<file path="src/rtl/fifo_wr_arbiter_pkg.sv">
// Shared types and helpers for the fifo write-port arbiter and its round-robin picker.
// Counter width below is used only by the FIFO_ARB_STATS_EN build.
package fifo_arb_pkg;

    typedef enum logic {
        IDLE  = 1'b0,
        GRANT = 1'b1
    } arb_state_e;

    localparam int STAT_WIDTH = 16;

    // Index width for n items, never narrower than one bit.
    function automatic int id_width(input int n);
        return (n <= 2) ? 1 : $clog2(n);
    endfunction

endpackage

</file>
<file path="src/rtl/fifo_wr_arbiter_if.sv">
// Producer/fifo-facing bundle of the write arbiter: requests, acks, fifo write port, status.
// FIFO_ARB_STATS_EN adds the flattened per-requester write counters (wr_count).
interface fifo_wr_arbiter_if #(
    parameter int NUM_REQ    = 4,
    parameter int DATA_WIDTH = 8,
    parameter int ID_WIDTH   = fifo_arb_pkg::id_width(NUM_REQ)
);

    logic [NUM_REQ-1:0]            req;
    logic [NUM_REQ*DATA_WIDTH-1:0] req_data;
    logic [NUM_REQ-1:0]            req_ack;
    logic                          fifo_wr_en;
    logic [DATA_WIDTH-1:0]         fifo_wr_data;
    logic                          fifo_wr_ready;
    logic [ID_WIDTH-1:0]           grant_id;
    logic                          busy;
`ifdef FIFO_ARB_STATS_EN
    logic [NUM_REQ*fifo_arb_pkg::STAT_WIDTH-1:0] wr_count;
`endif

    // Producers plus the fifo's ready flag, as seen from outside the arbiter.
    modport master (
        output req, req_data, fifo_wr_ready,
        input  req_ack, fifo_wr_en, fifo_wr_data, grant_id, busy
`ifdef FIFO_ARB_STATS_EN
        , input wr_count
`endif
    );

    modport slave (
        input  req, req_data, fifo_wr_ready,
        output req_ack, fifo_wr_en, fifo_wr_data, grant_id, busy
`ifdef FIFO_ARB_STATS_EN
        , output wr_count
`endif
    );

endinterface

</file>
<file path="src/rtl/fifo_wr_arbiter_rr_pick.sv">
// Combinational round-robin picker: first set request after i_last, wrapping modulo NUM_REQ.
// Kept standalone so a read-side scheduler can reuse it.
module rr_pick #(
    parameter int NUM_REQ  = 4,
    parameter int ID_WIDTH = fifo_arb_pkg::id_width(NUM_REQ)
) (
    input  logic [NUM_REQ-1:0]  i_req,
    input  logic [ID_WIDTH-1:0] i_last,
    output logic [ID_WIDTH-1:0] o_idx,
    output logic                o_any_valid
);

    function automatic logic [ID_WIDTH-1:0] wrap_add(input logic [ID_WIDTH-1:0] base, input int k);
        return ID_WIDTH'((int'(base) + k) % NUM_REQ);
    endfunction

    always_comb begin
        // NOTE: every output gets a default before the loop so no path leaves it unassigned (no latch).
        o_idx       = i_last;
        o_any_valid = |i_req;
        // Walk from farthest to nearest; the nearest set bit after i_last is written last and wins.
        for (int k = NUM_REQ; k >= 1; k--) begin
            if (i_req[wrap_add(i_last, k)]) begin
                o_idx = wrap_add(i_last, k);
            end
        end
    end

endmodule

</file>
<file path="src/rtl/fifo_wr_arbiter.sv">
// Round-robin owner of a single fifo write port shared by NUM_REQ producers, bursts capped at BURST_MAX.
// Define FIFO_ARB_STATS_EN to add saturating per-requester accepted-write counters (bus.wr_count).
module fifo_wr_arbiter
    import fifo_arb_pkg::*;
#(
    parameter int NUM_REQ    = 4,
    parameter int DATA_WIDTH = 8,
    parameter int BURST_MAX  = 4,
    parameter int ID_WIDTH   = id_width(NUM_REQ)
) (
    input logic              clk,
    input logic              reset,
    fifo_wr_arbiter_if.slave bus
);

    localparam int                   CNT_WIDTH  = id_width(BURST_MAX);
    localparam logic [CNT_WIDTH-1:0] BURST_LAST = CNT_WIDTH'(BURST_MAX - 1);

    arb_state_e            r_state,      w_state_nxt;
    logic [ID_WIDTH-1:0]   r_grant_id,   w_grant_nxt;
    logic [ID_WIDTH-1:0]   r_last_grant, w_last_nxt;
    logic [CNT_WIDTH-1:0]  r_burst_cnt,  w_burst_nxt;
    logic [ID_WIDTH-1:0]   w_pick_idx;
    logic                  w_pick_valid;
    logic                  w_req_cur;
    logic                  w_wr_en;
    logic [DATA_WIDTH-1:0] w_wr_data;

    rr_pick #(
        .NUM_REQ  (NUM_REQ),
        .ID_WIDTH (ID_WIDTH)
    ) u_pick (
        .i_req       (bus.req),
        .i_last      (r_last_grant),
        .o_idx       (w_pick_idx),
        .o_any_valid (w_pick_valid)
    );

    always_ff @(posedge clk) begin
        // NOTE: state registers use non-blocking assignments so every flop samples pre-edge values.
        if (reset) begin
            r_state      <= IDLE;
            r_grant_id   <= '0;
            r_last_grant <= ID_WIDTH'(NUM_REQ - 1);
            r_burst_cnt  <= '0;
        end else begin
            r_state      <= w_state_nxt;
            r_grant_id   <= w_grant_nxt;
            r_last_grant <= w_last_nxt;
            r_burst_cnt  <= w_burst_nxt;
        end
    end

    always_comb begin
        w_state_nxt = r_state;
        w_grant_nxt = r_grant_id;
        w_last_nxt  = r_last_grant;
        w_burst_nxt = r_burst_cnt;
        w_req_cur   = bus.req[r_grant_id];
        w_wr_en     = 1'b0;
        case (r_state)
            IDLE: begin
                if (w_pick_valid) begin
                    w_grant_nxt = w_pick_idx;
                    w_burst_nxt = '0;
                    w_state_nxt = GRANT;
                end
            end
            GRANT: begin
                // Reset gating keeps a reset cycle from acking a word the aborted grant never owns.
                w_wr_en = w_req_cur & bus.fifo_wr_ready & ~reset;
                if (!w_req_cur || (w_wr_en && (r_burst_cnt == BURST_LAST))) begin
                    w_state_nxt = IDLE;
                    w_last_nxt  = r_grant_id;
                end else if (w_wr_en) begin
                    w_burst_nxt = r_burst_cnt + 1'b1;
                end
            end
            default: w_state_nxt = IDLE;
        endcase
    end

    always_comb begin
        w_wr_data = '0;
        if (r_state == GRANT) begin
            for (int i = 0; i < NUM_REQ; i++) begin
                if (r_grant_id == ID_WIDTH'(i)) begin
                    w_wr_data = bus.req_data[i*DATA_WIDTH +: DATA_WIDTH];
                end
            end
        end
    end

    assign bus.fifo_wr_en   = w_wr_en;
    assign bus.fifo_wr_data = w_wr_data;
    assign bus.req_ack      = w_wr_en ? (NUM_REQ'(1) << r_grant_id) : '0;
    assign bus.grant_id     = r_grant_id;
    assign bus.busy         = (r_state == GRANT);

`ifdef FIFO_ARB_STATS_EN
    logic [STAT_WIDTH-1:0] r_wr_count [NUM_REQ];

    always_ff @(posedge clk) begin
        // NOTE: this small counter array is reset explicitly; software reads it as an absolute count.
        if (reset) begin
            for (int i = 0; i < NUM_REQ; i++) r_wr_count[i] <= '0;
        end else begin
            for (int i = 0; i < NUM_REQ; i++) begin
                if (bus.req_ack[i] && (r_wr_count[i] != '1)) begin
                    r_wr_count[i] <= r_wr_count[i] + 1'b1;
                end
            end
        end
    end

    for (genvar g = 0; g < NUM_REQ; g++) begin : g_stat
        assign bus.wr_count[g*STAT_WIDTH +: STAT_WIDTH] = r_wr_count[g];
    end
`endif

endmodule

</file>
<file path="src/flat_wrapper.sv">
// flat-port wrapper written by rule: the top's interface ports become plain ports
module fifo_wr_arbiter_flat import fifo_arb_pkg::*;
#(
    parameter int NUM_REQ    = 4,
    parameter int DATA_WIDTH = 8,
    parameter int BURST_MAX  = 4,
    parameter int ID_WIDTH   = id_width(NUM_REQ)
)
  (clk, reset, bus_req, bus_req_data, bus_fifo_wr_ready, bus_req_ack, bus_fifo_wr_en, bus_fifo_wr_data, bus_grant_id, bus_busy);
  fifo_wr_arbiter_if #(.NUM_REQ(NUM_REQ), .DATA_WIDTH(DATA_WIDTH), .ID_WIDTH(ID_WIDTH)) bus_i ();
  input logic clk;
  input logic reset;
  input wire logic [$bits(bus_i.req)-1:0] bus_req;
  input wire logic [$bits(bus_i.req_data)-1:0] bus_req_data;
  input wire logic [$bits(bus_i.fifo_wr_ready)-1:0] bus_fifo_wr_ready;
  output wire logic [$bits(bus_i.req_ack)-1:0] bus_req_ack;
  output wire logic [$bits(bus_i.fifo_wr_en)-1:0] bus_fifo_wr_en;
  output wire logic [$bits(bus_i.fifo_wr_data)-1:0] bus_fifo_wr_data;
  output wire logic [$bits(bus_i.grant_id)-1:0] bus_grant_id;
  output wire logic [$bits(bus_i.busy)-1:0] bus_busy;
  assign bus_i.req = bus_req;
  assign bus_i.req_data = bus_req_data;
  assign bus_i.fifo_wr_ready = bus_fifo_wr_ready;
  assign bus_req_ack = bus_i.req_ack;
  assign bus_fifo_wr_en = bus_i.fifo_wr_en;
  assign bus_fifo_wr_data = bus_i.fifo_wr_data;
  assign bus_grant_id = bus_i.grant_id;
  assign bus_busy = bus_i.busy;
  fifo_wr_arbiter #(.NUM_REQ(NUM_REQ), .DATA_WIDTH(DATA_WIDTH), .BURST_MAX(BURST_MAX), .ID_WIDTH(ID_WIDTH)) u_core (.clk(clk), .reset(reset), .bus(bus_i));
endmodule
</file>
<file path="config.mk">
export PLATFORM = sky130hd
export DESIGN_NAME = fifo_wr_arbiter_flat
export DESIGN_NICKNAME = d
export VERILOG_FILES = /design/src/rtl/fifo_wr_arbiter_pkg.sv /design/src/rtl/fifo_wr_arbiter_if.sv /design/src/rtl/fifo_wr_arbiter_rr_pick.sv /design/src/rtl/fifo_wr_arbiter.sv /design/src/flat_wrapper.sv
export SDC_FILE = /design/constraint.sdc
export NUM_CORES = 1
export LEC_CHECK = 0
export CAP_MARGIN = 5
export CORE_UTILIZATION = 34
export CTS_CLUSTER_SIZE = 24
export DETAILED_ROUTE_END_ITERATION = 16
export MAX_ROUTING_LAYER = met4
export PLACE_DENSITY = 0.8
export SLEW_MARGIN = 10
export SYNTH_ARGS = -nofsm -noshare
export SYNTH_HDL_FRONTEND = slang
export SYNTH_SLANG_ARGS = --single-unit
</file>
<file path="constraint.sdc">
create_clock -name clk -period 2.3 [get_ports clk]
set_input_delay 0.23 -clock clk [delete_from_list [all_inputs] [get_ports clk]]
set_output_delay 0.23 -clock clk [all_outputs]
set_load 0.1 [all_outputs]
</file>
==> run_results.csv, run 1 <==
group,metric,value,unit
global_route,grtUsageTotal,24.5,%
global_route,grt_pass1_vias,871,
cts,postCtsSetupRepairBufs,0,
yosys,synth_xor_xnor_area_share,0,%
finish,final_cells,162,
global_route,grt_antenna_before_repair,0,
cts,root_buffer,"clkbuf_4",
sta,fin_skew,4.37,ps
critical_path,cp.required,2070,ps
critical_path,cp_slowest_cell,"mux4_2",
yosys,synth.top_cells.by_count,"and2_1 (8), mux4_2 (8), nand2_1 (8), dfxtp_1 (7), nor2_1 (5)",
global_route,grt_overflow_total,0,
yosys,synth_top_area_share,23.9,%
status,status,"complete, no violations",
drt,routed.top_layer,"met4",
floorplan,fp.dieH,49.1,microns
cts,clock_path_buffers,2,
drt,drt_iter0_drc,14,
yosys,seq_area_frac_synth,18.6,%
critical_path,crit_arrival,1700,ps
sta,finalSetupTns,0,ps
pwr,powerDensity,484,nW/um^2
cts,htreeDepth,1,
placement,port_buffers,54,
yosys,syn_inst,78,
critical_path,start_kind,"register",
drt,wl_met1,1160,microns
finish,fin_nets,176,
sta,post-route-period-util,83.8,%
yosys,synth_area,753,sq um
floorplan,ioPinCount,55,
drt,wl_met2,1250,microns
finish,drive_gt1_share,36.3,%
cts,ctsResizeCount,0,
sta,slew_headroom,82.1,%
drt,vias,888,
critical_path,critical_path_class,"reg2out",
floorplan,die_area,2410,sq um
cts,cts.clk_slew.worst_paths,50,ps
finish,fillers,138,
drt,viasPerCell,5.48,
critical_path,cpPeakStageDelay,550,ps
global_route,grt_max_degree,17,
critical_path,cp_cell_sequence,"mux4_2, and2_2, buf_12",
yosys,yosysTopAreaCell,"mux4_2",
cts,cts_sinks,7,
sta,worstMarginPinSlew,268,ps
yosys,ys_warn_count,0,
yosys,synth_compound_area_share,13.0,%
finish,area_delta_synth_final,103,%
finish,antennaDiodeCount,0,
sta,rsz0062_at_grt,"false",
drt,postRouteWirelength,2660,microns
sta,hold_viol_final,0,
yosys,synth_mux_area_share,33.6,%
sta,fin_crit,1930,ps
yosys,yosys.cell_types.count,34,
drt,avgRoutedWirePerCell,16.4,microns
placement,hpwl,2160,microns
cts,cts_tree,"built",
yosys,synth_adder_area_share,1.66,%
placement,pre_cts_ws,288,ps
yosys,synthArstFlopShare,0,%
yosys,ys.flop_type,"dfxtp_1",
pwr,ir_drop,0.449,mV
floorplan,design.core.area,2020,sq um
sta,fmax,0.519,GHz
yosys,synth-simple-area-share,27.9,%
cts,cts_hold_buf,0,
drt,met3_wirelength,230,microns
floorplan,start_util,37.3,%
sta,slew_viol_final,0,
placement,gp_congestion,0.888,
yosys,synth_edf_count,0,
yosys,ys_ff_latch,7,
yosys,synthesis.nets,118,
yosys,synth_top_family_by_area,"multiplexers",
cts,clk_latency,250,ps
drt,ant_nets,0,
cts,cts_buffers,3,
yosys,synth_area_leaders,"mux4_2 (24%), dfxtp_1 (19%), and2_1 (6.6%)",
floorplan,rows,16,
floorplan,dieWidth,49.1,microns
worst_hold_path,min_path_type,"reg2reg",
pwr,leakage,0.576,nW
drt,drcViolationCount,0,
critical_path,path_max_fanout,16,
sta,whs,464,ps
critical_path,endpoint_kind,"output pin",
sta,worst_slack,373,ps
global_route,grt_pass1_wl,4380,microns
yosys,postSynthAreaPerCell,9.66,sq um
run,maxCapViolCount,0,
sta,setup_violations,0,
drt,dr.pass1.iters,4,
placement,dp.cells,158,
metal layers:
layer,vias up,GRT usage (%)
met2,56,39.3
met3,4,6.54
met1,413,31.2
met5,-,-
met4,0,4.41
li1,415,-
final cells by class:
cell class / instances / area [sq um] / area share [%]
clock buffer: 4 / 26.3 / 1.72
inverter: 2 / 7.51 / 0.491
multi-input combinational: 63 / 613 / 40.1
sequential: 7 / 146 / 9.58
tap: 27 / 33.8 / 2.21
timing repair buffer: 59 / 701 / 45.9
state kept, by name, summed over array words and instances (netlist names):
register / cells
u_core.r_last_grant: 2
u_core.bus.busy: 1
u_core.r_burst_cnt: 2
u_core.bus.grant_id: 2
kinds of logic (layout without fill, tap and decap cells):
group,after synthesis,count (layout)
buffers and inverters,8,65
adders and majority gates,1,1
DFF,7,7
muxes,13,13
and+or+nand+nor,35,35
AOI/OAI and AO/OA,14,14
worst paths after layout:
check,start,to,slack (ps),cells past startpoint
hold / removal,u_core.r_burst_cnt[0],u_core.r_burst_cnt[0],460,1
setup reg to reg,u_core.bus.grant_id[1],u_core.r_burst_cnt[1],510,4
hold reg to reg,u_core.r_burst_cnt[0],u_core.r_burst_cnt[0],460,1
setup / recovery,u_core.bus.grant_id[0],bus_fifo_wr_data[4],370,3
through the flow:
| step | total power (W) | utilization, % | area [sq um] |
|---|---|---|---|
| floorplan | 0.000449 | - | 800 |
| detailed placement | 0.000631 | 74.3 | 1500 |
| finish | 0.000739 | 75.6 | 1530 |
| global placement | 0.000623 | 74.3 | 1500 |
| CTS | 0.000745 | 75.6 | 1530 |
| global route | 0.000778 | 75.6 | 1530 |
critical path, delay by kind of cell (launching register included):
family	cells	cell delay, ps
muxes	1	550
buffers and inverters	1	170
DFF	1	500
and+or+nand+nor	1	230
power breakdown:
part / switching, W / internal, W
Combinational: 0.000251 / 0.000211
Clock: 0.0000438 / 0.0000661
Sequential: 0.0000332 / 0.000134
Total: 0.000328 / 0.000411
cells in the final DEF, fill, tap and decap left out, drive strengths merged:
cell type      count
dfxtp              7
mux2               2
nor2b              2
o21ai              4
and3b              1
a31o               1
clkbuf             4
nand2              8
a311oi             1
a21oi              2
a31oi              1
mux2i              2
a211oi             1
nand2b             1
nor4b              1
ha                 1
inv                2
or3b               1
and4b              1
buf               21
clkdlybuf4s50     38
nor4               1
mux4               9
nor3b              3
and2               9
a311o              1
nor3               1
or3                1
nor2               5
a221oi             3
Power figures use the tool's default switching activity.
==> inputs of run 2 (changes only) <==
Clock period 2.3 ns to 1.99 ns, I/O delays scaled along.
==> run 2 against run 1 <==
Wire length fell by 4.5%. Cell count is 1.2% higher. First-iteration DRC count increased by 14%. Highest routed layer unchanged.
==> run_results.csv, run 2 (synthesis results as in run 1) <==
group,metric,value,unit
critical_path,start_kind,"register",
finish,final_cells,164,
pwr,ir_drop,0.424,mV
critical_path,crit_arrival,1690,ps
placement,gp_congestion,0.823,
critical_path,endpoint_kind,"output pin",
status,status,"complete, no violations",
cts,clock_path_buffers,2,
drt,vias,887,
finish,fin_nets,178,
floorplan,start_util,37.3,%
finish,drive_gt1_share,38.7,%
sta,post-route-period-util,94.9,%
critical_path,critical_path_class,"reg2out",
global_route,grt_overflow_total,0,
floorplan,ioPinCount,55,
run,maxCapViolCount,0,
cts,root_buffer,"clkbuf_4",
placement,hpwl,2090,microns
pwr,power_frac_seq,22.2,%
finish,fillers,137,
drt,avgRoutedWirePerCell,15.5,microns
placement,port_buffers,54,
cts,postCtsSetupRepairBufs,0,
sta,setup_violations,0,
floorplan,dieWidth,49.1,microns
drt,dr.pass1.iters,4,
cts,clk_latency,260,ps
pwr,leakage,0.587,nW
finish,area_delta_synth_final,106,%
worst_hold_path,min_path_type,"reg2reg",
placement,pre_cts_ws,121,ps
sta,slew_viol_final,0,
drt,postRouteWirelength,2540,microns
pwr,switching_power,0.000384,W
sta,slew_headroom,80.6,%
floorplan,fp.dieH,49.1,microns
cts,ctsResizeCount,0,
global_route,grt_pass1_vias,863,
pwr,switching_share,44.5,%
global_route,grt_antenna_before_repair,0,
floorplan,die_area,2410,sq um
drt,viasPerCell,5.41,
sta,worst_slack,101,ps
cts,cts_tree,"built",
sta,fin_crit,1890,ps
cts,cts.clk_slew.worst_paths,50,ps
drt,drcViolationCount,0,
pwr,p_comb_share,62.1,%
sta,fmax,0.530,GHz
cts,htreeDepth,1,
cts,cts_hold_buf,0,
drt,drt_iter0_drc,16,
floorplan,design.core.area,2020,sq um
sta,worstMarginPinSlew,291,ps
cts,cts_sinks,7,
drt,ant_nets,0,
pwr,power.share.clock,15.7,%
finish,antennaDiodeCount,0,
sta,rsz0062_at_grt,"false",
pwr,powerDensity,556,nW/um^2
finish,final_common_cell,"clkdlybuf4s50_1",
critical_path,path_max_fanout,16,
finish,mostFrequentLayoutCells,"clkdlybuf4s50_1 (38), buf_12 (13), buf_4 (10)",
global_route,grtUsageTotal,23.9,%
floorplan,rows,16,
sta,fin_skew,4.85,ps
global_route,grt_pass1_wl,4170,microns
cts,cts_buffers,3,
global_route,grt_max_degree,17,
sta,finalSetupTns,0,ps
critical_path,cp.required,1790,ps
sta,hold_viol_final,0,
placement,dp.cells,160,
pwr,p_int,0.000478,W
run 2: changes by cell type in the layout (fill, tap and decap cells not counted):
cell,change
nand2_2,+1
buf_4,+2
and3b_2,+1
dfxtp_4,+2
dfxtp_2,-2
and3b_1,-1
nand2_1,-1
run 2: path summary, 6_finish.rpt:
path / from / endpoint / cells past startpoint / slack (ps)
max: u_core.bus.grant_id[0] / bus_fifo_wr_data[4] / 3 / 100
min: u_core.r_burst_cnt[0] / u_core.r_burst_cnt[0] / 1 / 480
max reg2reg: u_core.bus.grant_id[1] / u_core.r_last_grant[1] / 5 / 310
min reg2reg: u_core.r_burst_cnt[0] / u_core.r_burst_cnt[0] / 1 / 480
run 2: layout make-up:
| cell class | instances | area [sq um] | share of cell area (%) |
|---|---|---|---|
| clock buffer | 4 | 26.3 | 1.69 |
| multi-input combinational | 63 | 617 | 39.8 |
| sequential | 7 | 151 | 9.76 |
| timing repair buffer | 61 | 716 | 46.1 |
| inverter | 2 | 7.51 | 0.484 |
| tap | 27 | 33.8 | 2.18 |
run 2: worst max-delay path: stages (launching register included):
cell and delay, ps:
dfxtp_4 500, mux4_2 540, and2_2 220, buf_12 160
run 2: routing by layer:
metal	part of all wire (%)	vias to the layer above	track usage, %
li1	-	419	-
met1	45	422	29.3
met2	47	42	38.6
met3	6.8	4	4.67
met4	1.3	0	8.82
met5	0	-	-
run 2: stage by stage:
stage,utilization (%),power [W],hold slack (ps),area (sq um)
6_report,76.7,0.000862,483,1550
3_3_place_gp,75.4,0.000722,455,1530
5_1_grt,76.7,0.000899,506,1550
2_1_floorplan,-,0.000528,436,825
3_5_place_dp,75.4,0.000732,474,1530
4_1_cts,76.7,0.000869,485,1550
run 2: power by group through the flow:
stage               clock (W)  sequential (W)  combinational [W]
finish               0.000135        0.000192           0.000535
global route         0.000146        0.000196           0.000557
CTS                  0.000139        0.000193           0.000537
detailed placement          0        0.000196           0.000536
global placement            0        0.000194           0.000529
floorplan                   0        0.000217           0.000311
